--- src/rtl/phy_rx_align.sv ---
`timescale 1ns/1ps
// Serial-to-parallel receiver that hunts for a comma, confirms word alignment, then emits words.
// Latency: data_out/word_strobe register on the enabled edge that captures a word's last bit.
// Backpressure: none; enable low freezes the shifter and FSM, which is the only stall.
module phy_rx_align #(
  parameter int               WIDTH      = 8,
  parameter logic [WIDTH-1:0] COMMA      = 'hBC,
  parameter int               SYNC_COUNT = 4,
  parameter int               LOSS_COUNT = 4
) (
  input  logic             clk_8f,
  input  logic             reset,
  input  logic             enable,
  input  logic             serial_in,
  output logic [WIDTH-1:0] data_out,
  output logic             valid_out,
  output logic             word_strobe,
  output logic             active,
  output logic             loss_of_sync
);

  localparam int BW = $clog2(WIDTH);
  localparam int SW = $clog2(SYNC_COUNT + 1);
  localparam int MW = $clog2(LOSS_COUNT + 1);

  localparam logic [BW-1:0] BIT_LAST = BW'(WIDTH - 1);
  localparam logic [SW-1:0] SYNC_MAX = SW'(SYNC_COUNT);
  localparam logic [MW-1:0] LOSS_MAX = MW'(LOSS_COUNT);

  typedef enum logic [1:0] {SEARCH, ALIGN, ACTIVE} state_t;

  state_t           state, state_nxt;
  logic [WIDTH-1:0] sr;
  logic [BW-1:0]    bit_cnt, bit_nxt;
  logic [SW-1:0]    sync_cnt, sync_nxt, sync_inc;
  logic [MW-1:0]    miss_cnt, miss_nxt, miss_inc;
  logic [WIDTH-1:0] window;
  logic             is_comma;
  logic             boundary;
  logic             load_word;
  logic             lose;

  // The window includes the bit arriving on this edge, so a comma is seen the edge it completes.
  assign window   = {sr[WIDTH-2:0], serial_in};
  assign is_comma = (window == COMMA);
  assign boundary = (bit_cnt == BIT_LAST);
  assign sync_inc = (sync_cnt == SYNC_MAX) ? sync_cnt : sync_cnt + SW'(1);
  assign miss_inc = (miss_cnt == LOSS_MAX) ? miss_cnt : miss_cnt + MW'(1);

  // Next-state, counter updates and word/loss events; nothing moves while enable is low.
  always_comb begin
    state_nxt = state;
    bit_nxt   = bit_cnt;
    sync_nxt  = sync_cnt;
    miss_nxt  = miss_cnt;
    load_word = 1'b0;
    lose      = 1'b0;
    if (enable) begin
      bit_nxt = boundary ? '0 : bit_cnt + BW'(1);
      case (state)
        SEARCH: begin
          if (is_comma) begin
            // Comma just completed: the next bit starts a word.
            bit_nxt   = '0;
            sync_nxt  = SW'(1);
            state_nxt = (SYNC_COUNT == 1) ? ACTIVE : ALIGN;
          end
        end
        ALIGN: begin
          if (boundary) begin
            if (is_comma) begin
              sync_nxt = sync_inc;
              if (sync_inc == SYNC_MAX) state_nxt = ACTIVE;
            end else begin
              sync_nxt  = '0;
              state_nxt = SEARCH;
            end
          end
        end
        ACTIVE: begin
          if (boundary) begin
            load_word = 1'b1;
            if (is_comma) miss_nxt = '0;
          end else if (is_comma) begin
            // A comma off the word grid means the stream has slipped.
            if (miss_inc == LOSS_MAX) begin
              miss_nxt  = '0;
              lose      = 1'b1;
              state_nxt = SEARCH;
            end else begin
              miss_nxt = miss_inc;
            end
          end
        end
        default: state_nxt = SEARCH;
      endcase
    end
  end

  // FSM state register.
  always_ff @(posedge clk_8f) begin
    if (reset) state <= SEARCH;
    else       state <= state_nxt;
  end

  // Shifter, counters and registered outputs.
  always_ff @(posedge clk_8f) begin
    if (reset) begin
      sr           <= '0;
      bit_cnt      <= '0;
      sync_cnt     <= '0;
      miss_cnt     <= '0;
      data_out     <= '0;
      valid_out    <= 1'b0;
      word_strobe  <= 1'b0;
      active       <= 1'b0;
      loss_of_sync <= 1'b0;
    end else begin
      if (enable) sr <= window;
      bit_cnt      <= bit_nxt;
      sync_cnt     <= sync_nxt;
      miss_cnt     <= miss_nxt;
      word_strobe  <= load_word;
      loss_of_sync <= lose;
      active       <= (state_nxt == ACTIVE);
      if (load_word) begin
        data_out  <= window;
        valid_out <= ~is_comma;
      end else if (lose) begin
        valid_out <= 1'b0;
      end
    end
  end

endmodule
--- config.mk ---
export PLATFORM = sky130hd
export DESIGN_NAME = phy_rx_align
export DESIGN_NICKNAME = d
export VERILOG_FILES = /design/src/rtl/phy_rx_align.sv
export SDC_FILE = /design/constraint.sdc
export NUM_CORES = 1
export LEC_CHECK = 0
export BUFFER_PORTS_ARGS = -buffer_cell sky130_fd_sc_hd__buf_4
export CAP_MARGIN = 10
export CORE_ASPECT_RATIO = 0.9
export CORE_UTILIZATION = 40
export DETAILED_ROUTE_END_ITERATION = 6
export PLACE_DENSITY = 0.58
export SYNTH_ARGS = -nofsm -noshare
export SYNTH_HDL_FRONTEND = slang
export SYNTH_SLANG_ARGS = --single-unit
export TNS_END_PERCENT = 100
--- constraint.sdc ---
create_clock -name clk_8f -period 5.1 [get_ports clk_8f]
set_input_delay 1.02 -clock clk_8f [delete_from_list [all_inputs] [get_ports clk_8f]]
set_output_delay 1.02 -clock clk_8f [all_outputs]
set_load 0.01 [all_outputs]
==> key figures, run 1 <==
Run status
  • Outcome: completed

Run
  • Max Cap Viol: 0

Setup path
  • Worst R2R Setup Slack: 2.83 ns
  • Reg-to-reg critical path endpoint: active
  • Crit start category: primary input
  • Worst setup EP type: register
  • Crit Path Class: primary input to register
  • FF-to-FF Start: sync_cnt[0]
  • WP data required: 5.28 ns
  • Crit path arrival time: 2.71 ns
  • FF-to-FF path depth: 6
  • Worst-path maximum fanout: 7

Timing
  • Max_slew headroom: 61.0%
  • Minimum clock period: 2.53 ns
  • Fmax: 0.396 GHz
  • Setup Viol. Count Final: 0
  • Tightest Pin Transition: 0.580 ns
  • Hold Vio Cnt, Final: 0
  • Unrepaired setup endpoints after global routing: false
  • Setup TNS: 0 ns
  • Slew Limit Fails: 0
  • Clk_skew: 0.00826 ns
  • Tcrit/Tclk final: 49.6%
  • Fin worst setup slack: 2.57 ns

Clock network
  • CTS tree: done
  • CTS max path bufs: 2
  • Clk Latency, worst-skew pair: 0.28 ns
  • Post-CTS setup repair buffer count: 0
  • Sink Count: 30
  • Clock-pin slew on the worst setup and hold paths: 0.06 ns
  • H-tree depth: 2
  • Root Driver: clkbuf_8
  • Clock buffers created by TritonCTS: 5
  • Quantity of hold-fixing buffers added after cts: 0
  • # resized after CTS: 0

Hold path
  • Min-delay src: data_out[5]
  • Hold crit path type: register to register
  • Worst Hold End: data_out[5]
  • Hold Path Depth: 2

Global routing
  • Maximum number of pins on one net before global-route repair: 31
  • Initial antenna violation count: 0
  • Vias in the first global route: 1149
  • First-pass GRT wire length: 4.99 mm
  • Grt total ovfl: 0
  • GRT Total Usage: 17.5%

Logic synthesis
  • Prevailing post-synth register cell: dfxtp_1
  • Post-synth EDFFs: 0
  • Top cells by count, synth: 30 x dfxtp_1, 26 x nand2_1, 17 x a21oi_1
  • Synth area leaders: dfxtp_1 42%, nand2_1 6.8%, a21oi_1 5.9%
  • Register area share after synthesis: 41.8%
  • Ys Warns: 0
  • Post-synthesis cell area: 1440 um^2
  • Dominant cell by count in the synthesized netlist: dfxtp_1
  • Syn Area/Cell: 8.39 um^2
  • Post-synth net total: 181
  • Mapped Cells: 171
  • Yosys reg bits: 30
  • Yosys top cell by area: dfxtp_1
  • Yosys top cell area share: 41.8%
  • Unique masters post-synth: 42
  • Ys async rst share: 0%

Floorplan
  • Die ar.: 3830 um^2
  • Die Y: 58.8 um
  • DIE WIDTH: 65.1 um
  • Core Area: 3400 um^2
  • Ports: 16
  • Initial Util: 42.2%
  • Rows: 20

Layout
  • Final Net Count: 191
  • Layout cells sized above 1: 15.9%
  • Final Util: 48.4%
  • Syn-to-layout area delta: 14.7%
  • Antenna cells: 0
  • Fin cells: 226

Placement
  • Detail Placement HPWL: 2.12 mm
  • Placed insts: 218
  • Worst slack, placed: 2.26 ns
  • PortBufs: 15
  • GP Congestion: 0.806

Route
  • Via count: 1254
  • Drt drc: 0
  • Post-DRT Antenna Nets: 0
  • Via/cell ratio: 5.55
  • Final wirelength: 3.11 mm
  • Avg WL per Cell: 13.8 um
  • Initial DRT Pass Iterations: 4
  • Initial DRC Count: 69

Pwr
  • Leakage Power: 0.000600 uW
  • Seq pwr share: 52.8%
  • Sw Ratio: 22.3%
  • Total power divided by cell area: 274 nW/um^2
  • Clock power frac: 43.8%
  • Internal: 351 uW
  • Peak supply drop: 0.159 mV
  • Switch Pwr: 100 uW
  • Logic pwr share: 3.4%
[cell usage in the layout, fill, tap and decap left out, drive strengths merged, types with 2 or more instances in the layout]
cell	n
a21oi	18
buf	15
nand3b	3
nor2	15
o211ai	2
mux2i	7
clkbuf	7
nand2b	3
a311oi	3
nor3	2
a2111oi	2
nand2	26
or2	2
a21o	3
nand3	5
inv	6
dfxtp	30
nand4	2
o311ai	2
ha	6
o21ai	4
[worst max-delay path by stage]
stage	slack [ns]	depth (start not counted)	startpoint	to
final	2.57	5	serial_in	sync_cnt[0]
after global routing	2.45	5	serial_in	sync_cnt[0]
after CTS	2.56	5	serial_in	sync_cnt[0]
after detailed placement	2.26	5	serial_in	sync_cnt[0]
after floorplan	2.50	6	serial_in	miss_cnt[2]
after global placement	2.36	5	serial_in	miss_cnt[2]
[cell families after synthesis]
| logic type | count (synthesis) | share of synthesized area (%) |
|---|---|---|
| flip-flops | 30 | 41.8 |
| AO/OA/AOI/OAI | 41 | 18.9 |
| multiplexers | 8 | 5.67 |
| buffers and inverters | 18 | 4.88 |
| adder cells (fa/ha/maj) | 6 | 5.23 |
| AND/OR/NAND/NOR | 68 | 23.5 |
[flip-flops by register name, indices dropped and copies added, names as in the netlist]
register,cells
sr,7
sync_cnt,3
state,2
valid_out,1
word_strobe,1
data_out,8
miss_cnt,3
loss_of_sync,1
active,1
bit_cnt,3
[through the flow]
step                      total power (uW)  area [um^2]  hold slack [ns]
after floorplan                        254         1440            0.445
after global placement                 258         1560            0.447
after detailed placement               259         1560            0.447
after CTS                              456         1650            0.456
after global routing                   465         1650            0.474
final                                  451         1650            0.454
[power by group through the flow]
stage               Clock [uW]  Combinational [uW]  Sequential [uW]
global route               209                16.9              238
detailed placement           0                15.2              243
finish                     197                15.4              238
floorplan                    0                11.5              243
CTS                        203                15.3              238
global placement             0                14.7              243
[area by class of cell]
class / count / area (um^2)
Clock buffer: 7 / 86.3
Clock inverter: 1 / 5.00
Fill cell: 337 / 1760
Inverter: 6 / 22.5
Multi-Input combinational cell: 123 / 764
Sequential cell: 30 / 601
Tap cell: 44 / 55.1
Timing Repair Buffer: 15 / 113
[critical path, stage by stage]
cell	delay, ns
buf_4	0.12
or4b_1	0.58
o31ai_1	0.54
o211ai_1	0.16
a221oi_1	0.29
[per-layer routing]
metal / global-route usage [%] / wire length (um)
met1: 20.6 / 1490
met2: 28.7 / 1460
met3: 4.84 / 128
met4: 9.94 / 35
met5: 0 / 0
(Power assumes the default switching activity.)
==> run 2, diff against run 1 <==
--- a/config.mk
+++ b/config.mk
@@ -5,12 +5,13 @@
 export SDC_FILE = /design/constraint.sdc
 export NUM_CORES = 1
 export LEC_CHECK = 0
+export ABC_AREA = 1
 export BUFFER_PORTS_ARGS = -buffer_cell sky130_fd_sc_hd__buf_4
 export CAP_MARGIN = 10
 export CORE_ASPECT_RATIO = 0.9
 export CORE_UTILIZATION = 40
 export DETAILED_ROUTE_END_ITERATION = 6
-export PLACE_DENSITY = 0.58
+export PLACE_DENSITY = 0.6
 export SYNTH_ARGS = -nofsm -noshare
 export SYNTH_HDL_FRONTEND = slang
 export SYNTH_SLANG_ARGS = --single-unit
==> constraint.sdc (replaced) <==
create_clock -name clk_8f -period 2.13 [get_ports clk_8f]
set_input_delay 0.426 -clock clk_8f [delete_from_list [all_inputs] [get_ports clk_8f]]
set_output_delay 0.426 -clock clk_8f [all_outputs]
set_load 0.01 [all_outputs]
==> key figures, run 2 <==
Run status
  • Outcome: completed

Setup path
  • Worst path cell trace: ha_1 > ha_1 > inv_1 > o21ai_0 > nor2_1 > nand4_1 > nand3_1 > o21ai_1
  • FF-to-FF Start: bit_cnt[0]
  • WP data required: 2.30 ns (-2.98 ns)
  • Worst-path maximum fanout: 6 (-1)
  • CP most frequent cell: ha_1
  • Slowest-stage cell, CP: dfxtp_1
  • Largest stage delay, worst path: 0.33 ns (-0.25 ns)
  • Crit start category: register
  • Crit Path Class: register to register
  • Crit path arrival time: 1.87 ns (-0.84 ns)
  • Critical path origin: bit_cnt[0]
  • CP bufs+invs: 1 (unchanged)
  • Worst setup EP type: register
  • Largest delay share family, worst path: simple AND/OR/NAND/NOR gates

Floorplan
  • Ports: 16 (unchanged)
  • Die ar.: 3740 um^2 (-2.3%)
  • DIE WIDTH: 64.4 um (-1.2%)
  • Rows: 20 (unchanged)
  • Die Y: 58.2 um (-1.1%)
  • Initial Util: 41.8% (-0.38 points)
  • Core Area: 3350 um^2 (-1.5%)

Timing
  • Unrepaired setup endpoints after global routing: false
  • Setup Viol. Count Final: 0 (unchanged)
  • Max_slew headroom: 76.4% (+15 points)
  • Minimum clock period: 1.69 ns
  • Tightest Pin Transition: 0.354 ns (-0.227 ns)
  • Clk_skew: 0.00422 ns (-0.00405 ns)
  • Hold Vio Cnt, Final: 0 (unchanged)
  • Slew Limit Fails: 0 (unchanged)
  • Fmax: 0.591 GHz
  • Setup TNS: 0 ns (unchanged)
  • Tcrit/Tclk final: 79.5%

Pwr
  • Total power divided by cell area: 722 nW/um^2 (+160%)
  • Tot Pwr: 1190 uW (+160%)
  • Leakage Power: 0.000727 uW (+21%)
  • Peak supply drop: 0.435 mV (+170%)

Route
  • Initial DRC Count: 42 (-39%)
  • Via count: 1170 (-6.7%)
  • Final wirelength: 2.76 mm (-11%)
  • Via/cell ratio: 4.94 (-11%)
  • Post-DRT Antenna Nets: 0 (unchanged)
  • Avg WL per Cell: 11.7 um (-15%)
  • Drt drc: 0 (unchanged)
  • Initial DRT Pass Iterations: 4 (unchanged)

Logic synthesis
  • Ys async rst share: 0% (unchanged)
  • Dominant cell by count in the synthesized netlist: nand2_1
  • Post-synthesis cell area: 1400 um^2 (-2.4%)
  • Unique masters post-synth: 27 (-36%)
  • Post-synth EDFFs: 0 (unchanged)
  • Ys Warns: 0 (unchanged)
  • Post-synth net total: 184 (+1.7%)
  • Top cells by count, synth: 32 x nand2_1, 30 x dfxtp_1, 16 x inv_1
  • Mapped Cells: 174 (+1.8%)
  • Yosys top cell area share: 42.9% (+1.0 points)
  • Syn Area/Cell: 8.05 um^2 (-4.0%)
  • Yosys reg bits: 30 (unchanged)
  • Register area share after synthesis: 42.9% (+1.0 points)
  • Prevailing post-synth register cell: dfxtp_1
  • Synth area leaders: dfxtp_1 43%, nand2_1 8.6%, ha_1 5.4%
  • Yosys top cell by area: dfxtp_1

Layout
  • Commonest cells after routing, fill and taps aside: 32 x nand2_1, 30 x dfxtp_1, 16 x inv_1
  • Largest regs: data_out: 8 flops, sr: 7 flops
  • Syn-to-layout area delta: 17.5%
  • Most common cell after layout, fill and taps aside: nand2_1
  • Largest register by flop count: data_out
  • Layout cells sized above 1: 23.3% (+7.4 points)
  • Fin cells: 237 (+4.9%)
  • Final Net Count: 202 (+5.8%)
  • Post-route cell area: 1650 um^2 (unchanged)
  • Fillers: 331 (-1.8%)
  • Final Util: 49.1% (+0.72 points)
  • Antenna cells: 0 (unchanged)
  • Largest register FFs: 8 (unchanged)

Placement
  • Placed insts: 229 (+5.0%)
  • Placed cell area: 1540 um^2 (-1.1%)
  • PortBufs: 15 (unchanged)
  • GP Congestion: 0.818 (+1.6%)
  • Detail Placement HPWL: 2.05 mm (-3.7%)

Clock network
  • Clock-pin slew on the worst setup and hold paths: 0.06 ns (about the same)
  • Root Driver: clkbuf_8
  • Quantity of hold-fixing buffers added after cts: 0 (unchanged)
  • Clock buffers created by TritonCTS: 5 (unchanged)
  • CTS tree: done
  • Post-CTS setup repair buffer count: 0 (unchanged)
  • CTS max path bufs: 2 (unchanged)
  • H-tree depth: 2 (unchanged)
  • Clk Latency, worst-skew pair: 0.28 ns (about the same)
  • # resized after CTS: 0 (unchanged)
  • Sink Count: 30 (unchanged)

Run
  • Max Cap Viol: 0 (unchanged)

Hold path
  • Min-delay src: reset
  • Hold crit path type: primary input to register

Global routing
  • GRT Total Usage: 16.6% (-0.91 points)
  • Vias in the first global route: 1081 (-5.9%)
  • Maximum number of pins on one net before global-route repair: 20 (-35%)
  • Initial antenna violation count: 0 (unchanged)
  • First-pass GRT wire length: 4.69 mm (-5.9%)
  • Grt total ovfl: 0 (unchanged)
## run 2: cell types whose count changed after synthesis, sizes merged, moves of 4 or more
cell / before / now
inv: 6 / 21
a21oi: 18 / 14
nor2: 15 / 21
nand3: 5 / 10
nand2: 26 / 37
mux2i: 7 / 0
a22o: 0 / 5
o21ai: 4 / 18
clkbuf: 10 / 0
## run 2: per-stage QoR
step                      hold slack (ns)  setup slack (ns)
after floorplan                     0.455             0.680
after global placement              0.445             0.585
after detailed placement            0.448             0.469
after CTS                           0.410             0.463
after global routing                0.427             0.287
final                               0.414             0.437
## run 2: worst reg2reg max path, stage by stage (launching register included)
cell,delay [ns]
dfxtp_1,0.33
ha_1,0.21
ha_1,0.22
inv_1,0.19
o21ai_0,0.14
nor2_1,0.19
nand4_1,0.16
nand3_1,0.10
o21ai_1,0.06
## run 2: layout make-up
cell class                      count  area (um^2)  area share, %
Tap cell                           44         55.1           3.34
Inverter                           22         87.6           5.32
Multi-Input combinational cell    118          682           41.4
Timing Repair Buffer               15          113           6.84
Clock inverter                      3         40.0           2.43
Sequential cell                    30          601           36.5
Clock buffer                        5         68.8           4.18
## run 2: final timing paths
| kind | end | slack, ns | cells past startpoint |
|---|---|---|---|
| setup reg to reg | valid_out | 0.44 | 8 |
| setup / recovery | valid_out | 0.44 | 8 |
| hold reg to reg | data_out[0] | 0.45 | 2 |
| hold / removal | state[0] | 0.41 | 2 |
## run 2: report_power, final
| group | switching, uW | total [uW] | leakage, uW | internal (uW) |
|---|---|---|---|---|
| Combinational | 36.2 | 54.6 | 0.000425 | 18.4 |
| Sequential | 9.86 | 584 | 0.000244 | 574 |
| Clock | 207 | 550 | 0.0000579 | 343 |
| Total | 253 | 1190 | 0.000727 | 936 |
## run 2: layer usage
| metal | part of all wire, % | up-vias | wire, um | track usage (%) |
|---|---|---|---|---|
| met5 | 0 | - | 0 | 0 |
| met1 | 48 | 538 | 1320 | 20.2 |
| met3 | 5.6 | 5 | 154 | 6.10 |
| met2 | 45 | 28 | 1250 | 26.9 |
| li1 | - | 599 | - | - |
| met4 | 1.3 | 0 | 36 | 5.71 |
## run 2: kinds of logic (layout without fill, tap and decap cells)
group | Yosys count | count (layout) | share of synthesized area [%]
fa+ha+maj | 6 | 6 | 5.36
compound gates | 38 | 38 | 16.5
xor+xnor | 1 | 1 | 0.625
simple gates | 73 | 73 | 26.2
buf+inv | 26 | 45 | 8.48
flops | 30 | 30 | 42.9
==> run 3, diff against run 2 <==
==> constraint.sdc (replaced) <==
create_clock -name clk_8f -period 1.52 [get_ports clk_8f]
set_input_delay 0.304 -clock clk_8f [delete_from_list [all_inputs] [get_ports clk_8f]]
set_output_delay 0.304 -clock clk_8f [all_outputs]
set_load 0.01 [all_outputs]
==> key figures, run 3 (same netlist as run 2, synthesis figures left out) <==
Run status
  • Outcome: completed

Setup path
  • FF-to-FF Start: bit_cnt[1]
  • Reg-to-reg critical path endpoint: data_out[5]
  • FF-to-FF path depth: 9 (+1)
  • Crit Path Class: register to register
  • Crit path arrival time: 1.63 ns (-0.24 ns)
  • Worst setup EP type: register
  • Worst R2R Setup Slack: 0.07 ns (-0.37 ns)
  • Worst-path maximum fanout: 9 (+3)
  • Crit start category: register
  • WP data required: 1.69 ns (-0.61 ns)

Global routing
  • GRT Total Usage: 17.1% (+0.50 points)
  • Routing usage on met3: 6.69% (+0.59 points)
  • GR met1 Demand/Resource: 22.3% (+2.1 points)
  • Initial antenna violation count: 0 (unchanged)
  • Maximum number of pins on one net before global-route repair: 15 (-25%)
  • Most used routing layer: met2
  • First-pass GRT wire length: 4.81 mm (+2.5%)
  • Met2 Use GR: 25.7% (-1.2 points)
  • Vias in the first global route: 1069 (-1.1%)
  • Grt total ovfl: 0 (unchanged)

Route
  • Via/cell ratio: 4.95 (+0.29%)
  • Avg WL per Cell: 12.1 um (+3.9%)
  • Drt drc: 0 (unchanged)
  • Final wirelength: 2.98 mm (+7.9%)
  • Initial DRT Pass Iterations: 4 (unchanged)
  • Via count: 1218 (+4.1%)
  • Initial DRC Count: 30 (-29%)
  • Post-DRT Antenna Nets: 0 (unchanged)

Placement
  • GP Congestion: 0.791 (-3.4%)
  • PortBufs: 15 (unchanged)
  • Worst slack, placed: 0.000918 ns (-0.468 ns)
  • Detail Placement HPWL: 2.13 mm (+4.2%)
  • Placed insts: 235 (+2.6%)

Hold path
  • Hold Path Depth: 3 (+1)
  • Hold crit path type: primary input to register
  • Worst Hold End: data_out[0]
  • Min-delay src: serial_in

Run
  • Max Cap Viol: 0 (unchanged)

Clock network
  • H-tree depth: 2 (unchanged)
  • Clock-pin slew on the worst setup and hold paths: 0.06 ns (about the same)
  • Root Driver: clkbuf_8
  • Sink Count: 30 (unchanged)
  • Clock buffers created by TritonCTS: 5 (unchanged)
  • CTS max path bufs: 2 (unchanged)
  • Clk Latency, worst-skew pair: 0.29 ns (about the same)
  • CTS tree: done
  • Quantity of hold-fixing buffers added after cts: 0 (unchanged)

Layout
  • Commonest cells after routing, fill and taps aside: 28 x nand2_1, 26 x dfxtp_1, 24 x buf_4
  • Syn-to-layout area delta: 25.5%
  • Fillers: 333 (+0.60%)
  • Largest register FFs: 8 (unchanged)
  • Largest register by flop count: data_out
  • Most common cell after layout, fill and taps aside: nand2_1
  • Antenna cells: 0 (unchanged)
  • Final Util: 52.5% (+3.4 points)
  • Fin cells: 246 (+3.8%)
  • Layout cells sized above 1: 34.2% (+11 points)
  • Largest regs: data_out: 8 flops, sr: 7 flops
  • Final Net Count: 211 (+4.5%)

Floorplan
  • Rows: 20 (unchanged)
  • Ports: 16 (unchanged)
  • Initial Util: 41.8% (unchanged)
  • DIE WIDTH: 64.4 um (unchanged)
  • Die ar.: 3740 um^2 (unchanged)
  • Core Area: 3350 um^2 (unchanged)
  • Die Y: 58.2 um (unchanged)

Pwr
  • Peak supply drop: 0.495 mV (+14%)
  • Leakage Power: 0.000756 uW (+4.0%)
  • Total power divided by cell area: 887 nW/um^2 (+23%)
  • Tot Pwr: 1560 uW (+31%)

Timing
  • Tcrit/Tclk final: 95.5% (+16 points)
  • Max_slew headroom: 79.4% (+3.0 points)
  • Slew Limit Fails: 0 (unchanged)
  • Smallest hold slack: 0.316 ns (-0.0979 ns)
  • Setup Viol. Count Final: 0 (unchanged)
  • Clk_skew: 0.00724 ns (+0.00302 ns)
  • Fmax: 0.689 GHz (+17%)
  • Tightest Pin Transition: 0.308 ns (-0.0456 ns)
  • Fin worst setup slack: 0.0680 ns (-0.369 ns)
  • Minimum clock period: 1.45 ns (-0.241 ns)
  • Hold Vio Cnt, Final: 0 (unchanged)
run 3: changes by cell type in the layout (fill, tap and decap cells not counted), moves of 3 or more:
| cell | previous run | this run |
|---|---|---|
| ha_1 | 6 | 3 |
| nand2_2 | 4 | 8 |
| dfxtp_1 | 30 | 26 |
| buf_4 | 15 | 24 |
| nand2_1 | 32 | 28 |
run 3: worst max path at each step:
| stage | start | end | slack (ns) |
|---|---|---|---|
| 2_1_floorplan | bit_cnt[0] | active | 0.07 |
| 3_3_place_gp | bit_cnt[0] | active | 0.04 |
| 3_5_place_dp | bit_cnt[0] | active | 0.0009 |
| 4_1_cts | bit_cnt[0] | active | 0.01 |
| 5_1_grt | bit_cnt[0] | active | -0.05 |
| 6_report | bit_cnt[1] | data_out[5] | 0.07 |
run 3: metal layers:
metal  up-vias  part of all wire [%]
met1       559                    45
met4         0                   1.3
met2        27                    48
li1        626                     -
met5         -                     0
met3         6                   5.2
run 3: worst max-delay path: stages (launching register included):
cell,delay (ns)
dfxtp_1,0.37
ha_4,0.16
ha_4,0.14
inv_4,0.04
buf_4,0.12
nor2_2,0.10
inv_2,0.07
nand2_1,0.07
inv_2,0.09
a22o_1,0.19
run 3: cell type report:
type / instances / area (um^2) / share of cell area (%)
Clock inverter: 1 / 5.00 / 0.284
Multi-Input combinational cell: 118 / 732 / 41.6
Inverter: 22 / 90.1 / 5.12
Sequential cell: 30 / 611 / 34.7
Tap cell: 44 / 55.1 / 3.13
Clock buffer: 7 / 86.3 / 4.91
Timing Repair Buffer: 24 / 180 / 10.2
run 3: stage by stage:
stage / setup TNS, ns / cell area [um^2]
CTS: 0 / 1670
finish: 0 / 1760
floorplan: 0 / 1400
global placement: 0 / 1580
global route: -0.106 / 1760
detailed placement: 0 / 1580
run 3: power by group:
group | switching, uW | internal (uW) | total [uW]
sequential | 16.6 | 801 | 818
clock | 290 | 364 | 654
combinational | 53.8 | 35.0 | 88.8
run 3: repair_timing:
action / CTS / global route
gates resized for setup: 1 / 21
setup buffers: 0 / 3
pin swaps: 1 / 8
hold endpoints to repair: 0 / 0
endpoints found under the setup margin: 3 / 9
gates cloned: 0 / 0
